<file path="src/rtl/axis_pkg.sv">
// Shared types and widths for the AXI-Stream receive path.
package axis_pkg;

  typedef enum logic [1:0] {
    IDLE = 2'd0,
    RECV = 2'd1,
    DROP = 2'd2
  } rx_state_t;

  localparam int AXIS_USER_W = 2;
  localparam int AXIS_DEST_W = 8;

  // Packed width of one stored beat: data + keep + user + id + last.
  function automatic int beat_w(input int dw);
    return dw + dw / 8 + AXIS_USER_W + 2;
  endfunction

endpackage

</file>
<file path="src/rtl/axis_sync_fifo.sv">
// Show-ahead synchronous FIFO; the head word is visible on o_dout whenever o_empty is low.
module axis_sync_fifo #(
  parameter int DEPTH = 4,
  parameter int WIDTH = 8
) (
  input  logic             clk,
  input  logic             rst_n,
  input  logic             i_push,
  input  logic [WIDTH-1:0] i_din,
  input  logic             i_pop,
  output logic [WIDTH-1:0] o_dout,
  output logic             o_full,
  output logic             o_empty
);

  localparam int AW = $clog2(DEPTH);

  logic [WIDTH-1:0] r_mem [DEPTH];
  logic [AW:0]      r_wr_ptr;
  logic [AW:0]      r_rd_ptr;
  logic             w_push;
  logic             w_pop;

  // Extra pointer bit distinguishes full from empty when the indices match.
  assign o_empty = (r_wr_ptr == r_rd_ptr);
  assign o_full  = (r_wr_ptr[AW] != r_rd_ptr[AW]) &&
                   (r_wr_ptr[AW-1:0] == r_rd_ptr[AW-1:0]);
  assign w_push  = i_push && !o_full;
  assign w_pop   = i_pop && !o_empty;
  assign o_dout  = r_mem[r_rd_ptr[AW-1:0]];

  always_ff @(posedge clk) begin
    if (w_push) r_mem[r_wr_ptr[AW-1:0]] <= i_din;
  end

  always_ff @(posedge clk or negedge rst_n) begin
    if (!rst_n) begin
      r_wr_ptr <= '0;
      r_rd_ptr <= '0;
    end else begin
      if (w_push) r_wr_ptr <= r_wr_ptr + 1'b1;
      if (w_pop)  r_rd_ptr <= r_rd_ptr + 1'b1;
    end
  end

endmodule

</file>
<file path="src/rtl/axi_stream_receiver.sv">
// AXI-Stream slave: TDEST filter, null-beat discard, show-ahead buffering, per-packet beat count.
//   state | meaning
//   IDLE  | between packets; first beat decides accept or drop
//   RECV  | inside an accepted packet; beats go to the FIFO
//   DROP  | inside a rejected packet; beats are swallowed
module axi_stream_receiver
  import axis_pkg::*;
#(
  parameter int          DATA_WIDTH = 16,
  parameter int          FIFO_DEPTH = 4,
  parameter logic [7:0]  MY_DEST    = 8'h00
) (
  input  logic                    ACLK,
  input  logic                    ARESETn,
  input  logic                    TVALID,
  output logic                    TREADY,
  input  logic [DATA_WIDTH-1:0]   TDATA,
  input  logic [DATA_WIDTH/8-1:0] TKEEP,
  input  logic [DATA_WIDTH/8-1:0] TSTRB,
  input  logic                    TLAST,
  input  logic [1:0]              TUSER,
  input  logic                    TID,
  input  logic [7:0]              TDEST,
  output logic [DATA_WIDTH-1:0]   out_data,
  output logic [DATA_WIDTH/8-1:0] out_keep,
  output logic [1:0]              out_user,
  output logic                    out_id,
  output logic                    out_last,
  output logic                    out_valid,
  input  logic                    out_ready,
  output logic [15:0]             pkt_len,
  output logic                    pkt_done,
  output logic                    drop_err
);

  localparam int KW = DATA_WIDTH / 8;
  localparam int BW = beat_w(DATA_WIDTH);

  typedef struct packed {
    logic [DATA_WIDTH-1:0]  data;
    logic [KW-1:0]          keep;
    logic [AXIS_USER_W-1:0] user;
    logic                   id;
    logic                   last;
  } beat_t;

  rx_state_t   r_state;
  logic        r_rdy_en;
  logic [15:0] r_cnt;
  logic [15:0] r_pkt_len;
  logic        r_pkt_done;
  logic        r_drop_err;

  beat_t       w_in_beat;
  beat_t       w_head;
  logic [BW-1:0] w_fifo_dout;
  logic        w_full;
  logic        w_empty;
  logic        w_accept;
  logic        w_keep_any;
  logic        w_match;
  logic        w_store;
  logic        w_pop;
  logic [15:0] w_cnt_next;
  logic        w_unused_strb;

  // TSTRB is required to mirror TKEEP and carries no extra information.
  assign w_unused_strb = ^TSTRB;

  assign TREADY     = (r_state == DROP) ? 1'b1 : (r_rdy_en && !w_full);
  assign w_accept   = TVALID && TREADY;
  assign w_keep_any = |TKEEP;
  assign w_match    = (TDEST == MY_DEST);
  assign w_store    = w_accept && (((r_state == IDLE) && w_match) || (r_state == RECV)) &&
                      (w_keep_any || TLAST);
  assign w_cnt_next = (w_keep_any && (r_cnt != 16'hFFFF)) ? r_cnt + 16'd1 : r_cnt;
  assign w_pop      = out_valid && out_ready;

  assign w_in_beat = '{data: TDATA, keep: TKEEP, user: TUSER, id: TID, last: TLAST};

  axis_sync_fifo #(
    .DEPTH (FIFO_DEPTH),
    .WIDTH (BW)
  ) u_fifo (
    .clk     (ACLK),
    .rst_n   (ARESETn),
    .i_push  (w_store),
    .i_din   (w_in_beat),
    .i_pop   (w_pop),
    .o_dout  (w_fifo_dout),
    .o_full  (w_full),
    .o_empty (w_empty)
  );

  // Head fields read as zero while empty so stale storage never leaks out.
  assign w_head    = w_empty ? '0 : beat_t'(w_fifo_dout);
  assign out_valid = !w_empty;
  assign out_data  = w_head.data;
  assign out_keep  = w_head.keep;
  assign out_user  = w_head.user;
  assign out_id    = w_head.id;
  assign out_last  = w_head.last;
  assign pkt_len   = r_pkt_len;
  assign pkt_done  = r_pkt_done;
  assign drop_err  = r_drop_err;

  always_ff @(posedge ACLK or negedge ARESETn) begin
    if (!ARESETn) begin
      r_state    <= IDLE;
      r_rdy_en   <= 1'b0;
      r_cnt      <= '0;
      r_pkt_len  <= '0;
      r_pkt_done <= 1'b0;
      r_drop_err <= 1'b0;
    end else begin
      r_rdy_en   <= 1'b1;
      r_pkt_done <= 1'b0;
      r_drop_err <= 1'b0;
      if (w_store) begin
        if (TLAST) begin
          r_pkt_len  <= w_cnt_next;
          r_pkt_done <= 1'b1;
          r_cnt      <= '0;
        end else begin
          r_cnt <= w_cnt_next;
        end
      end
      case (r_state)
        IDLE: begin
          if (w_accept) begin
            if (w_match) begin
              r_state <= TLAST ? IDLE : RECV;
            end else begin
              r_drop_err <= 1'b1;
              r_state    <= TLAST ? IDLE : DROP;
            end
          end
        end
        RECV: if (w_accept && TLAST) r_state <= IDLE;
        DROP: if (w_accept && TLAST) r_state <= IDLE;
        default: r_state <= IDLE;
      endcase
    end
  end

endmodule

</file>
<file path="config.mk">
export PLATFORM = sky130hd
export DESIGN_NAME = axi_stream_receiver
export DESIGN_NICKNAME = d
export VERILOG_FILES = /design/src/rtl/axis_pkg.sv /design/src/rtl/axis_sync_fifo.sv /design/src/rtl/axi_stream_receiver.sv
export SDC_FILE = /design/constraint.sdc
export NUM_CORES = 1
export LEC_CHECK = 0
export BUFFER_PORTS_ARGS = -buffer_cell sky130_fd_sc_hd__buf_2
export CORE_UTILIZATION = 40
export DETAILED_ROUTE_END_ITERATION = 8
export GPL_TIMING_DRIVEN = 0
export PLACE_DENSITY = 0.62
export SLEW_MARGIN = 0
export SYNTH_ARGS = -nofsm -noshare
export SYNTH_HDL_FRONTEND = slang
export SYNTH_SLANG_ARGS = --single-unit
</file>
<file path="constraint.sdc">
create_clock -name ACLK -period 2.96 [get_ports ACLK]
set_input_delay 0.296 -clock ACLK [delete_from_list [all_inputs] [get_ports ACLK]]
set_output_delay 0.296 -clock ACLK [all_outputs]
set_load 0.05 [all_outputs]
</file>
Word level (Yosys, flattened, before mapping)
Memory sizes are Yosys's and may differ from the RTL's. Cells that the tools add are included.

Flip-flop bits (word level): 43. Latch bits: 0. Bits in writable memories: 88. Memory bits (read-only): 0. Input bits: 36. Output and inout port bits: 42. Logic and storage cells: 58. Memories: 1.

$add $sub $neg: 3. Multiply operators: 0. Divide/modulo/power cells: 0. $lt $le $gt $ge: 0. Equality and inequality tests: 8. Shift operators: 0. Mux-type cells: 17. Bitwise logic cells: 0. Reduce and logical (&&, ||, !) cells: 21.

Memory list: u_fifo.r_mem (depth 4, bits a word 22, rd ports 1, clocked after memory_dff 0, write ports 1, line axis_sync_fifo.sv:18) `logic [WIDTH-1:0] r_mem [DEPTH];`.

Operators with widths (count): $mux 16 (2); $mux 22 (1); $add 16x1->16 const B (1); $ne 16x16->1 const B (1); $logic_and 1x1->1 (11); $mux 1 (9); $logic_not 8->1 (1); $mux 2 (4); $add 3x1->3 const B (2); $pmux 2 s2 (1); $reduce_and 2->1 (2); $reduce_or 2->1 (2); $eq 3x3->1 (1); $eq 2x1->1 const B (1); $eq 2x2->1 (1); $eq 2x2->1 const B (1); $logic_not 1->1 (2); $logic_not 2->1 (1); $logic_or 1x1->1 (2); $ne 2x1->1 const B (1); $ne 2x2->1 const B (1); $ne 1x1->1 (1).

Depth between registers and ports, before layout
Word-level depth: 11. Mapped depth: 9. Depth with buffers taken out: 7.

Cells and area by module
From an unflattened synthesis, not the netlist that was laid out.

Cells, all modules: 411. Area total of the unflattened synthesis: 5876.9 µm².

By module, submodules not included: axis_sync_fifo (times used 1, cells each 164, area each 3688.5 µm²); axi_stream_receiver (times used 1, cells each 247, area each 2188.3 µm²).

Least setup slack after synthesis
OpenSTA, ideal clock, no wires.

Kind: register to register. From: reg r_state[0]. To: mem u_fifo.r_mem[3][0] (netlist bit) (enable). Setup time: 382 ps. Arrival time: 2093 ps. Slack: 485 ps. Cell stages (with the launch flop): 7. Clock period less this slack: 2475 ps. Cell sequence: dfrtp_1 > inv_1 > ha_1 > o21a_1 > o41ai_4 > a2111oi_4 > and2_1.

Cells in the longest elaborated chain, start to end: 8. Elaborated cells between the ends (all ways): 12.

RTL lines: start: declaration (line axi_stream_receiver.sv:47) `rx_state_t r_state;`; start signal: assignment (line axi_stream_receiver.sv:132) `r_state <= TLAST ? IDLE : RECV;`; start signal: assignment (line axi_stream_receiver.sv:135) `r_state <= TLAST ? IDLE : DROP;`; $eq 2x2->1 or $logic_not 2->1 (tied branches) (line axi_stream_receiver.sv:70, axi_stream_receiver.sv:74); $mux 1 or $logic_and 1x1->1 (tied branches) (line axi_stream_receiver.sv:70, axi_stream_receiver.sv:74); $logic_and 1x1->1 or $logic_or 1x1->1 (tied branches) (line axi_stream_receiver.sv:71, axi_stream_receiver.sv:74); $logic_and 1x1->1 * (2 in a row) (line axi_stream_receiver.sv:74) `assign w_store = w_accept && (((r_state == IDLE) && w_match) || (r_state == RECV)) &&`; $logic_and 1x1->1 * (line axis_sync_fifo.sv:28) `assign w_push = i_push && !o_full;`; $mux 1 * (line axis_sync_fifo.sv:33) `if (w_push) r_mem[r_wr_ptr[AW-1:0]] <= i_din;`; $mux 1 (implied by the code) * (line axis_sync_fifo.sv:33); end: declaration (line axis_sync_fifo.sv:18).

Mark *: on every way between the ends. The rest lies on a longest branch, timed or not.

Final worst setup path
From: reg u_fifo.r_rd_ptr[1]. To: out out_keep[1].

Cells in the longest elaborated chain, start to end: 2. Elaborated cells between the ends (all ways): 3.

RTL lines: start: declaration (line axis_sync_fifo.sv:20) `logic [AW:0] r_rd_ptr;`; start signal: assignment (line axis_sync_fifo.sv:42) `if (w_pop) r_rd_ptr <= r_rd_ptr + 1'b1;`; $mem_v2 4x22 or $eq 3x3->1 (tied branches); $mux 22 * (line axi_stream_receiver.sv:96) `assign w_head = w_empty ? '0 : beat_t'(w_fifo_dout);`; end: declaration (line axi_stream_receiver.sv:25) `output logic [DATA_WIDTH/8-1:0] out_keep,`.

Marks and branches as above.

==> metrics <==
outcome finished clean; clock-pin slew of the registers on the worst-case setup and hold paths 0.06 ns; Setup violations, final 0; CTS tree built; simple-gate share of the synthesized area 0.107; Compound-Gate Fraction of Synth Area 0.0855; Synth Area in Adders 0.0194; VDD IR max 354 uV; final instance area 6900 sq um; clock sink count 131; required time worst endpoint 2.66 ns; GRT Overall Usage 0.173; final hold vios 0; Slew headroom 0.329; mux contribution to synthesized area 0.0892; CP most frequent cell buf_2; area leader, netlist edfxtp_1; TritonCTS buffer count 17; diode count 0; clock root cell clkbuf_16; WS Path Type flop to output pin; Crit-path slowest cell clkbuf_1; via count 3597; worst-path fanout max 10; Finished Layout Cells 685; Int Power 3.72 mW; worst r2r src r_state[0]$_DFFE_PN0P_; Max-Cap Viols 0; Row Count 43; largest family of logic cells by synthesized area simple AND/OR/NAND/NOR gates; Area growth syn-to-layout 19.1%; via/cell ratio 5.25; DIE WIDTH 122 microns; ys flop type edfxtp_1; crit-path cells buf_2 -> xor2_2 -> nor2_1 -> nand2_1 -> clkbuf_1 -> and2_1 -> buf_2; CTS H-tree depth 4; critical path depth 7; layout cells sized above 1 0.299; net switching power 2.15 mW; total die area 15000 sq um; top-area cell type share of the netlist area 0.456; r2r endpoint u_fifo.r_mem[3][13]$_DFFE_PP_; top cells by area, synth edfxtp_1 46%, dfrtp_1 19%, mux4_2 8.5%; synthesized area per cell 14.5 sq um; antenna violations before repair 0; startpoint types flop; EDFF count, synth 88; Total Routed Length 11700 microns; crit path to out_keep[1]; DRT Pass-1 Iters 4; setup bufs post-CTS 0; ys async rst share 0.328; first-pass GRT wire length 19200 microns; residual DRC count 0; smallest hold slack 0.0545 ns; Critical Path Start u_fifo.r_rd_ptr[1]$_DFFE_PN0P_; Leakage Power 2.63 nW; Die H 122 microns; aggregate global routing overflow 0; Synth warnings 0; combinational share of power 0.346; initial DRC count 288; Post-Synth XOR/XNOR Area 0.0328; number of port buffers 75; Detail Placement HPWL 7650 microns; Top Ports 78; flop-to-flop setup slack 0.35 ns; Post-Synthesis Cells 399; sequential area share after synthesis 0.642; Arrival @ worst endpoint 2.42 ns; clock share of power 0.304; number of register bits inferred by synthesis 131; worst hold path class input pin to async pin; Switching Fraction 0.366; Netlist cell types 51; Slew Viols, Final 0; Worst-Skew Late Latency 0.41 ns; Crit path max-delay family buffers and inverters; Fillers 1270; dpl cell area 6400 sq um; RSZ-0062 raised after global routing no; Power Density 851 nW/um^2; R2R depth 6; routed len/inst 17.1 microns; Placed Cells 654; syn nets 444; Core Footprint 14000 sq um; GPL Wtd Cong 0.827; Critical path buffers and inverters 3; Reg power frac 0.351; post-route total power 5.87 mW; Period minus WS final 2.71 ns; Worst Clk Skew 0.0114 ns; CP peak stage delay 0.37 ns; Synth Cell Area 5800 sq um; crit end category output pin; clock buffer depth 2; pin count of the biggest net entering global routing 44; Worst-Margin Slew 1.01 ns; vias in the first global route 3705; fin crit share 0.917; Initial Util 0.414; number of antenna-violating nets in the routed design 0; post-layout net count 538; Max Clk Rate 369 MHz
-- synthesized netlist by cell type, types with 3 or more instances --
library cell  number
nand2_1           36
buf_4              3
a21oi_1            5
o21ai_0           15
nor4_1             4
clkbuf_1          10
a31oi_1            5
dfrtp_1           43
xnor2_1            5
and2_1            26
edfxtp_1          88
nand4_1            7
o31ai_1           12
o21a_1             3
mux4_2            22
and3_1             4
inv_1              6
o21ai_1           16
xor2_1            13
nor3_1             3
ha_1               9
nor2_1            12
nand3_1            9
buf_2              7
-- metrics by stage --
step / util / setup TNS, ns / worst slack, ns
after floorplan: - / 0 / 0.485
after global placement: 0.457 / -5.17 / -0.0983
after detailed placement: 0.457 / -7.18 / -0.0940
after CTS: 0.494 / 0 / 0.174
after global routing: 0.494 / 0 / 0.0379
final: 0.494 / 0 / 0.247
-- worst min path at each step --
stage                                       start                       endpoint  slack [ns]  cells past startpoint
final                                     ARESETn         pkt_len[0]$_DFFE_PN0P_        0.05                      1
after global routing                    TDATA[10]  u_fifo.r_mem[0][16]$_DFFE_PP_        0.09                      1
after CTS                                 ARESETn             pkt_done$_DFF_PN0_        0.08                      1
after detailed placement   pkt_len[1]$_DFFE_PN0P_         pkt_len[1]$_DFFE_PN0P_        0.46                      1
after global placement    pkt_len[14]$_DFFE_PN0P_        pkt_len[14]$_DFFE_PN0P_        0.46                      2
after floorplan                           ARESETn             drop_err$_DFF_PN0_      0.0004                      0
-- cell usage in the layout (no fill, tap or decap), types with 3 or more instances in the layout --
cell,Yosys,final
and2_1,26,22
dfrtp_1,43,43
xnor2_1,5,5
a21oi_1,5,5
xor2_1,13,13
clkinv_2,0,7
and3_1,4,4
nor3_1,3,3
nor2_1,12,12
inv_1,6,6
clkbuf_1,10,13
o21a_1,3,3
clkbuf_16,0,17
nand2_1,36,36
buf_2,7,82
nand3_1,9,9
nand4_1,7,7
edfxtp_1,88,88
and2_2,0,4
nor4_1,4,4
o31ai_1,12,12
o21ai_0,15,15
a31oi_1,5,5
o21ai_1,16,16
buf_4,3,3
ha_1,9,9
mux4_2,22,22
clkinvlp_4,0,3
-- logic make-up (layout without fill, tap and decap cells) --
logic type               Yosys count  after routing
other                              1              1
XOR/XNOR                          20             20
flip-flops                       131            131
multiplexers                      24             24
AO/OA/AOI/OAI                     71             71
AND/OR/NAND/NOR                  115            115
buffers and inverters             28            134
adder cells (fa/ha/maj)            9              9
-- area by class of cell --
type | count | area [sq um] | area share
sequential | 131 | 3720 | 0.539
multi-input combinational | 240 | 1940 | 0.281
clock buffer | 20 | 437 | 0.0632
timing repair buffer | 75 | 375 | 0.0544
tap | 180 | 225 | 0.0326
buffer | 22 | 118 | 0.0170
clock inverter | 11 | 66.3 | 0.00960
inverter | 6 | 22.5 | 0.00326
-- metal layers --
layer / GRT usage / share of wire
met5: 0 / 0
met4: 0.0587 / 0.0051
met3: 0.0511 / 0.053
met2: 0.281 / 0.50
met1: 0.223 / 0.44
-- repair_timing --
action,4_1_cts,5_1_grt
resized for setup,4,0
hold buffers,0,0
setup endpoints to repair,89,0
-- power groups by stage --
stage                     clock, mW  sequential [mW]  combinational, mW
after floorplan                   0             2.10               1.59
after global placement            0             2.09               2.03
after detailed placement          0             2.09               2.06
after CTS                      1.83             2.06               2.06
after global routing           1.90             2.07               2.18
final                          1.78             2.06               2.03
-- registers in the layout, summed over array words and instances, names as in the netlist --
name and count:
u_fifo.r_mem 88, r_rdy_en 1, r_cnt 16, drop_err 1
r_state 2, pkt_len 16, u_fifo.r_rd_ptr 3, pkt_done 1
u_fifo.r_wr_ptr 3
(Power assumes the default switching activity.)
